--- src/rtl/apb_ram_ws_if.sv ---
// APB4 bus bundle for apb_ram_ws: master drives request fields, slave returns response.
interface apb_ram_ws_if #(
  parameter int unsigned ADDR_WIDTH = 8,
  parameter int unsigned DATA_WIDTH = 32
) ();
  logic                      psel;
  logic                      penable;
  logic                      pwrite;
  logic [ADDR_WIDTH-1:0]     paddr;
  logic [DATA_WIDTH-1:0]     pwdata;
  logic [DATA_WIDTH/8-1:0]   pstrb;
  logic [2:0]                pprot;
  logic [DATA_WIDTH-1:0]     prdata;
  logic                      pready;
  logic                      pslverr;

  modport master (
    output psel, penable, pwrite, paddr, pwdata, pstrb, pprot,
    input  prdata, pready, pslverr
  );

  modport slave (
    input  psel, penable, pwrite, paddr, pwdata, pstrb, pprot,
    output prdata, pready, pslverr
  );
endinterface

--- src/rtl/apb_ram_ws.sv ---
// apb_ram_ws: parametrised APB4 scratch RAM with byte strobes, programmable wait
// states, a privileged-write low region and error responses for misaligned,
// out-of-range and unprivileged protected writes.
// Optional: define APB_RAM_ERR_COUNT_EN to build the saturating err_count counter;
// otherwise err_count is tied to zero.
module apb_ram_ws #(
  parameter int unsigned ADDR_WIDTH  = 8,
  parameter int unsigned DATA_WIDTH  = 32,
  parameter int unsigned DEPTH       = 64,
  parameter int unsigned WAIT_STATES = 0,
  parameter int unsigned PROT_WORDS  = 4
) (
  input  logic             pclk,
  input  logic             presetn,
  apb_ram_ws_if.slave      apb,
  output logic [7:0]       err_count
);

  localparam int unsigned STRB_W = DATA_WIDTH / 8;
  localparam int unsigned LSB    = $clog2(STRB_W);
  localparam int unsigned IDX_W  = ADDR_WIDTH - LSB;
  localparam int unsigned MEM_AW = (DEPTH > 1) ? $clog2(DEPTH) : 1;
  localparam int unsigned WCNT_W = 4;

  localparam logic [WCNT_W-1:0]     WCNT_MAX = WCNT_W'(WAIT_STATES);
  localparam logic [DATA_WIDTH-1:0] BAD_DATA = {(DATA_WIDTH / 32){32'hDEADBEEF}};

  typedef enum logic {IDLE, ACCESS} state_t;

  state_t                 state_q, state_d;
  logic [WCNT_W-1:0]      wcnt_q, wcnt_d;
  logic [DATA_WIDTH-1:0]  prdata_q;
  logic [DATA_WIDTH-1:0]  mem [DEPTH];

  logic [IDX_W-1:0]       idx;
  logic [MEM_AW-1:0]      mem_idx;
  logic                   misaligned, range_err, prot_err, err;
  logic                   setup, ready, err_rsp, wr_en;
  logic                   unused_prot;

  // Address decode and error classification from the live bus fields
  assign idx        = apb.paddr[ADDR_WIDTH-1:LSB];
  assign mem_idx    = MEM_AW'(idx);
  assign misaligned = |apb.paddr[LSB-1:0];
  assign range_err  = 32'(idx) >= DEPTH;
  assign prot_err   = apb.pwrite & (32'(idx) < PROT_WORDS) & ~apb.pprot[0];
  assign err        = misaligned | range_err | prot_err;
  assign unused_prot = ^apb.pprot[2:1];

  // State and wait-counter register
  always_ff @(posedge pclk or negedge presetn) begin
    if (!presetn) begin
      state_q <= IDLE;
      wcnt_q  <= '0;
    end else begin
      state_q <= state_d;
      wcnt_q  <= wcnt_d;
    end
  end

  // Next state, wait counting and combinational handshake outputs
  always_comb begin
    state_d = state_q;
    wcnt_d  = wcnt_q;
    setup   = apb.psel & ~apb.penable;
    ready   = (state_q == ACCESS) & apb.psel & apb.penable & (wcnt_q == WCNT_MAX);
    err_rsp = ready & err;
    wr_en   = ready & apb.pwrite & ~err;
    unique case (state_q)
      IDLE: begin
        if (setup) begin
          state_d = ACCESS;
          wcnt_d  = '0;
        end
      end
      ACCESS: begin
        if (!apb.psel) begin
          // abort: master dropped select before completion
          state_d = IDLE;
          wcnt_d  = '0;
        end else if (setup) begin
          state_d = ACCESS;
          wcnt_d  = '0;
        end else if (ready) begin
          state_d = IDLE;
          wcnt_d  = '0;
        end else if (wcnt_q != WCNT_MAX) begin
          wcnt_d = wcnt_q + WCNT_W'(1);
        end
      end
      default: begin
        state_d = IDLE;
        wcnt_d  = '0;
      end
    endcase
  end

  // Read data captured at the setup edge and held until the next setup
  always_ff @(posedge pclk or negedge presetn) begin
    if (!presetn) begin
      prdata_q <= '0;
    end else if (setup) begin
      prdata_q <= err ? BAD_DATA : mem[mem_idx];
    end
  end

  // Storage array: cleared by reset, byte-lane writes on an error-free completion
  always_ff @(posedge pclk or negedge presetn) begin
    if (!presetn) begin
      for (int unsigned i = 0; i < DEPTH; i++) begin
        mem[i] <= '0;
      end
    end else if (wr_en) begin
      for (int unsigned b = 0; b < STRB_W; b++) begin
        if (apb.pstrb[b]) begin
          mem[mem_idx][8*b +: 8] <= apb.pwdata[8*b +: 8];
        end
      end
    end
  end

  assign apb.prdata  = prdata_q;
  assign apb.pready  = ready;
  assign apb.pslverr = err_rsp;

`ifdef APB_RAM_ERR_COUNT_EN
  logic [7:0] err_cnt_q;

  // Saturating count of completed transfers that returned an error
  always_ff @(posedge pclk or negedge presetn) begin
    if (!presetn) begin
      err_cnt_q <= '0;
    end else if (err_rsp && (err_cnt_q != 8'hFF)) begin
      err_cnt_q <= err_cnt_q + 8'd1;
    end
  end

  assign err_count = err_cnt_q;
`else
  assign err_count = 8'h00;
`endif

endmodule

--- src/flat_wrapper.sv ---
// flat-port wrapper written by rule: the top's interface ports become plain ports
module apb_ram_ws_flat 
#(
  parameter int unsigned ADDR_WIDTH  = 8,
  parameter int unsigned DATA_WIDTH  = 32,
  parameter int unsigned DEPTH       = 64,
  parameter int unsigned WAIT_STATES = 0,
  parameter int unsigned PROT_WORDS  = 4
)
  (pclk, presetn, err_count, apb_psel, apb_penable, apb_pwrite, apb_paddr, apb_pwdata, apb_pstrb, apb_pprot, apb_prdata, apb_pready, apb_pslverr);
  apb_ram_ws_if #(.ADDR_WIDTH(ADDR_WIDTH), .DATA_WIDTH(DATA_WIDTH)) apb_i ();
  input  logic pclk;
  input  logic presetn;
  output logic [7:0] err_count;
  input wire logic [$bits(apb_i.psel)-1:0] apb_psel;
  input wire logic [$bits(apb_i.penable)-1:0] apb_penable;
  input wire logic [$bits(apb_i.pwrite)-1:0] apb_pwrite;
  input wire logic [$bits(apb_i.paddr)-1:0] apb_paddr;
  input wire logic [$bits(apb_i.pwdata)-1:0] apb_pwdata;
  input wire logic [$bits(apb_i.pstrb)-1:0] apb_pstrb;
  input wire logic [$bits(apb_i.pprot)-1:0] apb_pprot;
  output wire logic [$bits(apb_i.prdata)-1:0] apb_prdata;
  output wire logic [$bits(apb_i.pready)-1:0] apb_pready;
  output wire logic [$bits(apb_i.pslverr)-1:0] apb_pslverr;
  assign apb_i.psel = apb_psel;
  assign apb_i.penable = apb_penable;
  assign apb_i.pwrite = apb_pwrite;
  assign apb_i.paddr = apb_paddr;
  assign apb_i.pwdata = apb_pwdata;
  assign apb_i.pstrb = apb_pstrb;
  assign apb_i.pprot = apb_pprot;
  assign apb_prdata = apb_i.prdata;
  assign apb_pready = apb_i.pready;
  assign apb_pslverr = apb_i.pslverr;
  apb_ram_ws #(.ADDR_WIDTH(ADDR_WIDTH), .DATA_WIDTH(DATA_WIDTH), .DEPTH(DEPTH), .WAIT_STATES(WAIT_STATES), .PROT_WORDS(PROT_WORDS)) u_core (.pclk(pclk), .presetn(presetn), .apb(apb_i), .err_count(err_count));
endmodule
--- config.mk ---
export PLATFORM = sky130hd
export DESIGN_NAME = apb_ram_ws_flat
export DESIGN_NICKNAME = d
export VERILOG_FILES = /design/src/rtl/apb_ram_ws_if.sv /design/src/rtl/apb_ram_ws.sv /design/src/flat_wrapper.sv
export SDC_FILE = /design/constraint.sdc
export NUM_CORES = 2
export LEC_CHECK = 0
export BUFFER_PORTS_ARGS = -buffer_cell sky130_fd_sc_hd__buf_4
export CAP_MARGIN = 15
export CORE_UTILIZATION = 45
export DETAILED_ROUTE_END_ITERATION = 8
export HOLD_SLACK_MARGIN = 0.06
export PLACE_DENSITY = 0.61
export SETUP_SLACK_MARGIN = 0.05
export SYNTH_ARGS = -nofsm -noshare
export SYNTH_HDL_FRONTEND = slang
export SYNTH_SLANG_ARGS = --single-unit
export TNS_END_PERCENT = 100
--- constraint.sdc ---
create_clock -name pclk -period 2.4 [get_ports pclk]
set_input_delay 0.48 -clock pclk [delete_from_list [all_inputs] [get_ports pclk]]
set_output_delay 0.48 -clock pclk [all_outputs]
set_load 0.02 [all_outputs]
# == After elaboration in Yosys (flattened, before gate mapping) ==
# Cells that the tools add are included.
# totals
ff_bits,2085
in_bits,52
out_inout_bits,42
word_cells,127
# classes
add_sub_neg,1
order_cmp,3
eq_ne,2
n_mux,34
bitwise,15
reduce_logical,5
# ops
op,count
two-way mux 2048 bit,7
bitwise mux 2048 bit,4
demux 32 bit (select 6 bit),4
binary-select mux 32 bit (select 6 bit),1
two-way mux 32 bit,4
two-way mux 24 bit,1
two-way mux 4 bit,5
two-way mux 16 bit,1
AND 1 bit,9
two-way mux 8 bit,1
case mux 4 bit (2 select lines),1
">= comparator 7 bit, second input constant",1
"less-than comparator 7 x 1 -> 1 bit, second input constant",1
NOT 6 -> 7 bit,1
"less-than comparator 6 x 3 -> 1 bit, second input constant",1
"inequality test 5 bit, second input constant",1
"adder 4 x 1 -> 4 bit, second input constant",1
logical NOT 4 bit,1
two-way mux 1 bit,4
NOT 1 bit,4
nonzero test 4 bit,1
"inequality test 2 x 1 -> 1 bit, second input constant",1
case mux 1 bit (2 select lines),1
AND reduction 2 bit,1
3 further kinds,3

# == Longest topological paths before layout ==
# logic_depth
ltp_word,16
depth_mapped,11

# == Worst setup path before layout ==
# No wires, ideal clock.
# synth_path
path_kind,input-to-reg
start,input port apb_paddr[6]
end,register u_core.mem[128] (netlist bit)
setup_time_ps,125
t_arrival_ps,2150
path_slack_ps,125
stages,8
path_buffers,3
cell_sequence,buf_4 nor3_2 a211oi_2 and2_1 buf_4 buf_4 nand2_1 mux2_2
# synth_between
elab_chain_cells,16
word_cells_on_any_way,26
classes_between,order compare (3); mux (16); bitwise (6); reduce/logical (1)
# synth_lines
element,line,text
from (decl),flat_wrapper.sv:18,input wire logic [$bits(apb_i.paddr)-1:0] apb_paddr;
NOT 6 -> 7 bit (implied by the code),apb_ram_ws.sv:116,mem[mem_idx][8*b +: 8] <= apb.pwdata[8*b +: 8];
>= comparator 7 bit (implied by the code) or less-than comparator 7 x 1 -> 1 bit (tied branches),apb_ram_ws.sv:116,
logical AND 1 bit (implied by the code),apb_ram_ws.sv:116,
two-way mux 8 bit (implied by the code),apb_ram_ws.sv:116,
demux 32 bit (select 6 bit),apb_ram_ws.sv:116,
bitwise mux 2048 bit,apb_ram_ws.sv:116,
two-way mux 2048 bit,apb_ram_ws.sv:115,if (apb.pstrb[b]) begin
two-way mux 2048 bit,apb_ram_ws.sv:113,end else if (wr_en) begin
bitwise mux 2048 bit,apb_ram_ws.sv:116,
two-way mux 2048 bit,apb_ram_ws.sv:115,
two-way mux 2048 bit,apb_ram_ws.sv:113,
bitwise mux 2048 bit,apb_ram_ws.sv:116,
two-way mux 2048 bit,apb_ram_ws.sv:115,
two-way mux 2048 bit,apb_ram_ws.sv:113,
bitwise mux 2048 bit,apb_ram_ws.sv:116,
two-way mux 2048 bit,apb_ram_ws.sv:115,
"to (signal, indexed assignment)",apb_ram_ws.sv:116,
to (decl),apb_ram_ws.sv:33,logic [DATA_WIDTH-1:0] mem [DEPTH];
# Several ways; a longest one is shown, not always the timed one. The select of a mux whose other input is x is not followed.
# A chain may end at the register's enable or synchronous reset.

# == Worst setup path after layout ==
# layout_path
start,register u_core.wcnt_q[0]
end,register u_core.mem[1727] (netlist bit)
# layout_between
elab_chain_cells,4
# layout_lines
element,line,text
from (decl),apb_ram_ws.sv:31,"logic [WCNT_W-1:0] wcnt_q, wcnt_d;"
from (signal assigned),apb_ram_ws.sv:57,wcnt_q <= wcnt_d;
logical NOT 4 bit,apb_ram_ws.sv:66,ready = (state_q == ACCESS) & apb.psel & apb.penable & (wcnt_q == WCNT_MAX);
AND 1 bit,apb_ram_ws.sv:66,
AND 1 bit (2 in series),apb_ram_ws.sv:68,wr_en = ready & apb.pwrite & ~err;
# Every way passes these cells.

==> metrics.md <==
| Metric | Value |
|---|---|
| Ys Warns | `0` |
| Die Height | `463 µm` |
| Post-synthesis sequential area ratio | `54.5%` |
| DR pass1 iterations | `9` |
| Placement Rows | `168` |
| Min cycle time layout | `2.66 ns` |
| Reg2reg start | `u_core.wcnt_q[0]` |
| Setup WS pre-CTS | `-0.766 ns` |
| Multi-input gate area | `0.0438 mm²` |
| Core Region | `0.210 mm²` |
| Crit Reg-Reg Endpoint | `u_core.mem[1727]` |
| DRT iter0 DRCs | `7,439` |
| Clock latency on the worst-skew pair | `0.90 ns` |
| Detail Route Antenna Nets | `0` |
| CTS Buf Count | `217` |
| P_leak | `59.0 nW` |
| Vias in the first global route | `68,371` |
| CTS H-tree lvls | `4` |
| Ys async rst share | `100%` |
| Clk slew on worst S/H paths | `0.06 ns` |
| Cell Count Post-Placement | `10,162` |
| Die area | `0.215 mm²` |
| WL/cell | `33.2 µm` |
| Layout cells sized above 1 | `52.2%` |
| Setup slack, reg-to-reg | `-0.26 ns` |
| Tcrit/Tclk final | `111%` |
| FILL cells | `16,458` |
| Final setup viols | `2,014` |
| Crit path setup slack, layout | `-0.256 ns` |
| Worst-case vdd ir drop | `0.663 mV` |
| Fmax | `377 MHz` |
| Synthesized area | `0.0958 mm²` |
| WP buf/inv | `8` |
| Slew @ Worst Pin | `1.09 ns` |
| Instance count on the critical path | `14` |
| Syn_area_per_cell | `13.9 µm²` |
| Final Max Tran Viols | `0` |
| Worst endpoint required time | `3.17 ns` |
| First-pass GRT wire length | `510,000 µm` |
| Vias per cell | `6.30` |
| Fin. Hold Viols | `0` |
| CP most frequent cell | `buf_12` |
| Hold crit path type | `input pin to asynchronous set/reset pin` |
| Fin Clk Skew | `0.0359 ns` |
| Initial antenna violation count | `15` |
| Port bufs | `83` |
| Root Driver | `clkbuf_16` |
| Max Cap Violations | `0` |
| Arr. time, crit path | `3.42 ns` |
| Clk buf depth | `3` |
| DRC errors left | `1` |
| Final RePlAce weighted congestion | `0.976` |
| Initial core utilization | `45.5%` |
| Critical path's top delay family | `buffers and inverters` |
| Slowest stage cell on the critical path | `dfrtp_1` |
| Crit. Startpoint | `u_core.wcnt_q[0]` |
| Dpl cell area | `0.107 mm²` |
| RSZ-0062 raised after global routing | `true` |
| Layout area overhead | `25.9%` |
| Seq cells post-synth | `2,085` |
| Largest net degree at the start of global routing | `133` |
| Detailed-route wire length | `357,000 µm` |
| Gr ovfl total | `0` |
| # clock sinks | `2,085` |
| Status | `finished, violations left` |
| CP Cell Sequence | `inv_1 -> ha_2 -> nand3_2 -> buf_6 -> buf_12 -> a211oi_4 -> buf_6 -> and2_4 -> buf_12 -> buf_12 -> buf_16 -> nand2_2 -> buf_12 -> mux2_2` |
| Main flop type after synthesis | `dfrtp_1` |
| Post-synth EDFFs | `0` |
| Failing checks | `DRC, setup timing` |
| FF+latch area | `0.0522 mm²` |
| Chip width | `463 µm` |
| Setup crit end | `u_core.mem[1727]` |
| CTS tree | `yes` |
| Critical path class | `flop to flop` |
| Vias | `67,648` |
| Finished Layout Cells | `10,732` |
| Count of cell types in the netlist | `78` |
| IO Pins | `94` |
| Cell depth of the worst flop-to-flop path | `14` |
| Mapped Cells | `6,885` |
| Worst slew margin | `27.5%` |
| CP peak stage delay | `0.38 ns` |
| Final Instance Area | `0.121 mm²` |
| Crit. End Element | `flop` |
| Overall routing resource usage | `32.8%` |
| CP Launch Type | `flop` |
| Crit Path Max Fanout | `8` |
| DPL Wire Length | `244,000 µm` |
| PD cells | `623 mW/mm²` |
| Final nets | `7,787` |
-- final cells by class --
type	instances	share of cell area (%)
antenna	10	0.0208
clock buffer	343	5.36
clock inverter	60	0.582
inverter	6	0.0322
multi-input combinational	4233	36.3
sequential	2085	43.3
tap	2805	2.91
timing repair buffer	1190	11.5
-- synthesized netlist by cell type, types with 20 or more instances --
library cell,count,share of area [%]
buf_1,48,0.19
nand3_1,22,0.11
buf_2,121,0.63
dfrtp_1,2085,54
clkbuf_1,295,1.2
nor2_2,39,0.25
mux2_2,2051,24
nor2_1,161,0.63
nand2_2,238,1.6
a22o_1,35,0.32
a22oi_1,199,1.6
buf_4,74,0.58
mux2_1,119,1.4
a31oi_1,21,0.14
o22ai_1,90,0.59
a221oi_1,228,2.1
o221ai_1,20,0.18
buf_6,30,0.35
a221o_1,50,0.52
a21oi_1,124,0.65
nand2_1,106,0.42
mux2i_1,204,2.1
o21ai_0,134,0.70
mux4_2,128,3.0
-- stage by stage --
step                      hold slack [ns]  total power (W)  setup TNS [ns]  util (%)
after floorplan                     0.184           0.0380               0         -
after global placement              0.355           0.0414         -585.27      51.1
after detailed placement            0.356           0.0414         -613.35      51.1
after CTS                          0.0767           0.0753         -123.63      56.0
after global routing                0.112           0.0770         -359.87      57.3
final                               0.113           0.0751         -265.47      57.3
-- registers in the layout, indices dropped and copies added, names as in the netlist --
signal / count
u_core.mem: 2048
u_core.state_q: 1
u_core.apb.prdata: 32
u_core.wcnt_q: 4
-- kinds of logic after synthesis --
logic type | after synthesis | share of synthesized area (%)
compound gates | 1048 | 8.09
fa+ha+maj | 2 | 0.0261
other cells | 1 | 0.00392
simple gates | 671 | 3.76
buf+inv | 574 | 2.93
mux | 2504 | 30.7
flops | 2085 | 54.5
-- placed cells by master (no fill, tap or decap), types with 32 or more instances in the layout --
master,instances
dfrtp_1,2085
mux2_2,2027
buf_4,774
buf_12,318
a221oi_1,228
clkbuf_16,227
mux2i_1,204
a22oi_1,199
nor2_1,155
nand2_8,152
o21ai_0,134
mux4_2,128
a21oi_1,124
mux2_4,109
o22ai_1,90
nand2_1,86
clkbuf_1,73
nand2_4,71
a221o_1,50
clkbuf_8,50
nor2_2,42
nand2_2,39
clkinv_2,36
mux2_1,36
buf_8,36
a22o_1,35
buf_6,32
-- what timing repair did --
| action | 4_1_cts | 5_1_grt |
|---|---|---|
| hold buffers | 4 | 0 |
| pin swaps | 7 | 5 |
| cloned | 15 | 8 |
| buffers inserted | 66 | 68 |
| resized for setup | 361 | 298 |
| hold endpoints to repair | 1360 | 0 |
| endpoints found under the setup margin | 2008 | 2050 |
-- worst register-to-register path: stages, from the launching register on --
cell and delay (ns):
dfrtp_1 0.38, inv_1 0.07, ha_2 0.19, nand3_2 0.07, buf_6 0.14, buf_12 0.13, a211oi_4 0.23, buf_6 0.16
and2_4 0.19, buf_12 0.15, buf_12 0.13, buf_16 0.16, nand2_2 0.08, buf_12 0.16, mux2_2 0.29
-- report_power, final --
part	internal (W)	switching [W]	leakage (nW)
combinational	0.00170	0.00380	26.4
sequential	0.0353	0.000165	29.0
clock	0.0195	0.0146	3.53
total	0.0565	0.0185	59.0
-- worst min path at each step --
| stage | start | end | slack [ns] |
|---|---|---|---|
| after floorplan | presetn | u_core.apb.prdata[0] | 0.18 |
| after global placement | presetn | u_core.mem[1299] | 0.35 |
| after detailed placement | presetn | u_core.mem[1330] | 0.36 |
| after CTS | presetn | u_core.mem[1298] | 0.08 |
| after global routing | presetn | u_core.mem[1330] | 0.11 |
| final | presetn | u_core.mem[1298] | 0.11 |
-- metal layers --
metal | vias up | track usage, % | part of all wire [%] | routed length, µm
met2 | 3124 | 49.8 | 45 | 162000
met5 | - | 0.111 | 0.042 | 150
met1 | 36174 | 44.1 | 41 | 145000
met3 | 770 | 6.77 | 8.1 | 28700
met4 | 14 | 17.6 | 5.9 | 21000
li1 | 27566 | - | - | -
(Power assumes the default switching activity.)
